`src/rtl/alu_result_sel_pipe.sv`:
```
`default_nettype none
// ============================================================================
// Module      : alu_result_sel_pipe
// Description : Pipelined N:1 result selector with a 2-entry skid buffer and
//               a saturating illegal-select counter.
// Revision    : 1.0 - initial release
// ============================================================================
module alu_result_sel_pipe #(
  parameter int WIDTH  = 32,
  parameter int NUM_IN = 16,
  parameter int SEL_W  = 4,
  parameter int CNT_W  = 16
) (
  input  logic                    clk,
  input  logic                    rst_n,
  input  logic [NUM_IN*WIDTH-1:0] in_bus,
  input  logic [SEL_W-1:0]        sel,
  input  logic                    in_valid,
  output logic                    in_ready,
  output logic [WIDTH-1:0]        out,
  output logic [SEL_W-1:0]        out_sel,
  output logic                    out_err,
  output logic                    out_valid,
  input  logic                    out_ready,
  output logic [CNT_W-1:0]        err_cnt
);

  localparam logic [CNT_W-1:0] c_cnt_max = '1;

  logic [WIDTH-1:0] w_in [NUM_IN];
  logic [WIDTH-1:0] w_data;
  logic             w_err;
  logic             w_acc;
  logic             w_rel;

  // Main entry M drives the outputs; skid entry S absorbs one overflow.
  logic             r_m_valid;
  logic [WIDTH-1:0] r_m_data;
  logic [SEL_W-1:0] r_m_sel;
  logic             r_m_err;
  logic             r_s_valid;
  logic [WIDTH-1:0] r_s_data;
  logic [SEL_W-1:0] r_s_sel;
  logic             r_s_err;
  logic             r_in_ready;
  logic [CNT_W-1:0] r_err_cnt;

  logic             w_m_valid_nxt;
  logic [WIDTH-1:0] w_m_data_nxt;
  logic [SEL_W-1:0] w_m_sel_nxt;
  logic             w_m_err_nxt;
  logic             w_s_valid_nxt;
  logic [WIDTH-1:0] w_s_data_nxt;
  logic [SEL_W-1:0] w_s_sel_nxt;
  logic             w_s_err_nxt;

  genvar k;
  generate
    for (k = 0; k < NUM_IN; k++) begin : g_unpack
      assign w_in[k] = in_bus[k*WIDTH +: WIDTH];
    end
  endgenerate

  // Out-of-range selects yield zero data rather than an undefined index.
  always_comb begin
    w_data = '0;
    w_err  = (int'(sel) >= NUM_IN);
    for (int i = 0; i < NUM_IN; i++) begin
      if (int'(sel) == i) begin
        w_data = w_in[i];
      end
    end
  end

  assign w_acc = in_valid & r_in_ready;
  assign w_rel = r_m_valid & out_ready;

  always_comb begin
    w_m_valid_nxt = r_m_valid;
    w_m_data_nxt  = r_m_data;
    w_m_sel_nxt   = r_m_sel;
    w_m_err_nxt   = r_m_err;
    w_s_valid_nxt = r_s_valid;
    w_s_data_nxt  = r_s_data;
    w_s_sel_nxt   = r_s_sel;
    w_s_err_nxt   = r_s_err;
    if (!r_m_valid) begin
      if (w_acc) begin
        w_m_valid_nxt = 1'b1;
        w_m_data_nxt  = w_data;
        w_m_sel_nxt   = sel;
        w_m_err_nxt   = w_err;
      end
    end else if (w_rel) begin
      if (r_s_valid) begin
        // in_ready is low while S is full, so no accept can collide here.
        w_m_data_nxt  = r_s_data;
        w_m_sel_nxt   = r_s_sel;
        w_m_err_nxt   = r_s_err;
        w_s_valid_nxt = 1'b0;
      end else if (w_acc) begin
        w_m_data_nxt  = w_data;
        w_m_sel_nxt   = sel;
        w_m_err_nxt   = w_err;
      end else begin
        w_m_valid_nxt = 1'b0;
      end
    end else if (w_acc) begin
      w_s_valid_nxt = 1'b1;
      w_s_data_nxt  = w_data;
      w_s_sel_nxt   = sel;
      w_s_err_nxt   = w_err;
    end
  end

  always_ff @(posedge clk or negedge rst_n) begin
    if (!rst_n) begin
      r_m_valid  <= 1'b0;
      r_m_data   <= '0;
      r_m_sel    <= '0;
      r_m_err    <= 1'b0;
      r_s_valid  <= 1'b0;
      r_s_data   <= '0;
      r_s_sel    <= '0;
      r_s_err    <= 1'b0;
      r_in_ready <= 1'b1;
      r_err_cnt  <= '0;
    end else begin
      r_m_valid  <= w_m_valid_nxt;
      r_m_data   <= w_m_data_nxt;
      r_m_sel    <= w_m_sel_nxt;
      r_m_err    <= w_m_err_nxt;
      r_s_valid  <= w_s_valid_nxt;
      r_s_data   <= w_s_data_nxt;
      r_s_sel    <= w_s_sel_nxt;
      r_s_err    <= w_s_err_nxt;
      r_in_ready <= !w_s_valid_nxt;
      if (w_acc && w_err && (r_err_cnt != c_cnt_max)) begin
        r_err_cnt <= r_err_cnt + 1'b1;
      end
    end
  end

  assign in_ready  = r_in_ready;
  assign out       = r_m_data;
  assign out_sel   = r_m_sel;
  assign out_err   = r_m_err;
  assign out_valid = r_m_valid;
  assign err_cnt   = r_err_cnt;

endmodule
`default_nettype wire

```
`config.mk`:
```
export PLATFORM = sky130hd
export DESIGN_NAME = alu_result_sel_pipe
export DESIGN_NICKNAME = d
export VERILOG_FILES = /design/src/rtl/alu_result_sel_pipe.sv
export SDC_FILE = /design/constraint.sdc
export NUM_CORES = 1
export LEC_CHECK = 0
export ABC_AREA = 1
export CAP_MARGIN = 25
export CORE_AREA = 2 2 222 224
export DETAILED_ROUTE_END_ITERATION = 8
export DIE_AREA = 0 0 224 226
export GPL_TIMING_DRIVEN = 1
export SYNTH_ARGS = -nofsm -noshare
export SYNTH_HDL_FRONTEND = slang
export SYNTH_SLANG_ARGS = --single-unit
```
`constraint.sdc`:
```
create_clock -name clk -period 1.5 [get_ports clk]
set_input_delay 0.375 -clock clk [delete_from_list [all_inputs] [get_ports clk]]
set_output_delay 0.375 -clock clk [all_outputs]
set_load 0.005 [all_outputs]
```
==> results.yml <==
run_status:
  outcome: "complete, but fails checks"
  violations: "setup timing"
hold_path:
  hold_start: "sel[1]"
  hold_depth: 3
  hold_class: "input port to register"
  worstHoldEndpoint: "out_sel[1]"
floorplanning:
  die_w_um: 224
  rows: 81
  die_h_um: 226
  die-area_um2: 50600
  ioPinCount: 575
  core_um2: 48300
  start_util: 0.164
grt:
  grt_pass1_vias: 12300
  grt_max_degree: 36
  grt_antenna_before_repair: 18
  grt_pass1_wl_mm: 79.4
  gr-total-overflow: 0
  grt_util_all_layers: 0.211
critical_path:
  path_cells: "clkdlybuf4s50_1 > nand3_2 > nand2_1 > nor2_2 > nand3_1 > nand2_1 > nand4_1 > nor2_1 > buf_4 > nand4_1 > nor2_2 > nand3_1 > nand2_1 > o21ai_1"
  worst-r2r-setup-slack_ns: 0.03
  worst_setup_path_end_kind: "register"
  reg2reg_to: "out[9]"
  required_ns: 1.73
  reg2reg_depth: 8
  cp_max_fo: 2
  crit_top_cell: "nand2_1"
  crit_buf_inv: 2
  critPathKind: "input port to register"
  slowest_stage: "clkdlybuf4s50_1"
  slowest_delay_ns: 0.46
  arrival_ns: 2.31
  r2r-start: "out_valid"
  worstSetupStartpointType: "input port"
  crit_family: "simple AND/OR/NAND/NOR gates"
place:
  dp_slack_ns: -1.63
  io_buffers: 558
  place.gp.congestion: 1.03
  hpwlAfterDp_mm: 44.7
yosys:
  syn-cell-area_um2: 7940
  ys_seq_elements: 76
  synth-edff-count: 0
  async_flop_share: 1.00
  syn_avg_cell_area_um2: 5.49
  yosysSeqAreaShare: 0.240
  synth_cell_type_count: 26
  ys.flop_type: "dfrtp_1"
  ys_warn_count: 0
  synth_cells: 1446
power:
  ir_worst_vdd_uv: 584
  totalPowerFinal_uw: 14000
  leakage_uw: 0.00755
  p_per_area_nw_per_um2: 815
timing:
  fmax_mhz: 482
  fin_crit_ns: 2.08
  hold_viol: 0
  fin_skew_ns: 0.0110
  setup_violations: 64
  fin_ws_ns: -0.576
  slew_viol_final: 0
  rsz0062_at_grt: "true"
  maxSlewHeadroom: 0.578
  fin_crit_sh: 1.38
  tightest_slew_ns: 0.632
drt:
  wl_per_cell_um: 20.4
  routed_wirelength_mm: 56.1
  vias: 12400
  drtIter0Drc: 795
  antenna_left: 0
  drc: 0
  vias_per_cell: 4.53
  drt-pass1-iter-count: 5
job:
  cap_violations: 0
cts:
  cts_buffers: 9
  root_buffer: "clkbuf_16"
  cts_tree: "yes"
  clk_pin_slew_ns: 0.06
  cts-htree-levels: 3
  cts.sinks: 76
  clock_latency_ns: 0.35
  clk_path_buf_depth: 2
layout:
  layout-drive-gt1-share: 0.215
  final_nets: 2624
  fillers: 5159
  area_delta_synth_final_pct: 117
==> worst max path at each step <==
stage	startpoint	to	slack (ns)	cells after the start
after floorplan	sel[3]	r_s_data[9]	-0.13	15
after global placement	sel[2]	out[26]	-1.62	14
after detailed placement	sel[2]	out[26]	-1.63	14
after CTS	sel[0]	r_s_data[29]	-0.62	19
after global routing	sel[3]	r_s_data[29]	-0.74	15
final	in_bus[29]	r_s_data[29]	-0.58	14
==> timing repair <==
| action | in CTS | in global routing |
|---|---|---|
| buffers inserted | 42 | 10 |
| gates resized for setup | 247 | 100 |
| gates cloned | 4 | 0 |
| hold endpoints to repair | 20 | 0 |
| hold buffers | 1 | 0 |
| endpoints found under the setup margin | 108 | 73 |
| pin swaps | 86 | 76 |
==> layer usage <==
| metal | part of all wire | global-route usage |
|---|---|---|
| met5 | 0.0011 | 0 |
| met3 | 0.074 | 0.0436 |
| met1 | 0.42 | 0.270 |
| met2 | 0.47 | 0.359 |
| met4 | 0.027 | 0.0596 |
==> stage by stage <==
stage          hold WS (ns)  utilization  area, µm²  setup TNS, ns  std cells
5_1_grt               0.389        0.356      17200         -38.71       2742
3_5_place_dp          0.324        0.319      15400         -100.0       2664
6_report              0.374        0.356      17200         -30.27       2743
3_3_place_gp          0.325        0.319      15400         -96.92       2664
2_1_floorplan        0.0794            -       8270          -3.39       1461
4_1_cts               0.409        0.347      16800         -32.47       2724
==> sequential cells by signal (all words and copies together), names as in the netlist <==
name,count
out_valid,1
r_s_data,32
out_sel,4
out_err,1
out,32
in_ready,1
r_s_valid,1
r_s_sel,4
==> worst reg2reg max path, stage by stage, from the launching register on <==
cell and delay (ns):
dfrtp_1 0.39, buf_4 0.15, nand2_4 0.09, clkinv_2 0.07, nor2_4 0.17, buf_12 0.19
nand4_1 0.15, nand2_1 0.08, nand2_1 0.06
==> synth_stat cells (4+ instances only) <==
| master | count | area share |
|---|---|---|
| o22ai_1 | 4 | 0.0032 |
| a211oi_1 | 17 | 0.016 |
| dfrtp_1 | 75 | 0.24 |
| o21ai_0 | 10 | 0.0063 |
| nor2_1 | 183 | 0.087 |
| inv_2 | 5 | 0.0024 |
| o221a_2 | 15 | 0.021 |
| buf_1 | 4 | 0.0019 |
| nand4_1 | 86 | 0.068 |
| or2_0 | 10 | 0.0079 |
| nand3_1 | 149 | 0.094 |
| a21oi_1 | 49 | 0.031 |
| or2_1 | 6 | 0.0047 |
| a31oi_1 | 7 | 0.0055 |
| buf_2 | 9 | 0.0057 |
| clkbuf_1 | 69 | 0.033 |
| buf_4 | 16 | 0.015 |
| nand2_1 | 548 | 0.26 |
| o21ai_1 | 16 | 0.010 |
| or2_2 | 27 | 0.021 |
| inv_1 | 132 | 0.062 |
==> where the power goes <==
part / switching [µW] / internal, µW / leakage, µW
combinational: 3910 / 4110 / 0.00648
clock: 908 / 1380 / 0.000152
sequential: 626 / 3090 / 0.000918
==> area by class of cell <==
class,count,area [µm²],share of cell area
timing repair buffer,728,7520,0.437
clock buffer,11,253,0.0147
antenna,12,30.0,0.00175
multi-input combinational,1149,6090,0.354
tap,622,778,0.0452
inverter,140,574,0.0334
clock inverter,5,60.1,0.00349
sequential,76,1900,0.111
==> cell families (layout without fill, tap and decap cells) <==
group / count (synthesis) / count (layout) / synth area share
buf+inv: 238 / 884 / 0.122
flops: 76 / 76 / 0.240
simple gates: 1013 / 1015 / 0.545
compound gates: 118 / 118 / 0.0933
other cells: 1 / 28 / 0.000472
==> layout by cell type, fill, tap and decap left out, types with 36 or more instances in the layout <==
cell type	netlist	final
a21oi_1	49	36
buf_12	0	40
nand2_1	548	485
nand4_1	86	86
nand3_1	149	87
dfrtp_1	75	75
buf_4	16	92
dlygate4sd2_1	0	38
clkdlybuf4s50_1	0	514
inv_1	132	126
nor2_1	183	125
nand3_2	0	54
nand2_2	0	54
nor2_2	3	39
Note: power is estimated with default switching activity, not from simulation.
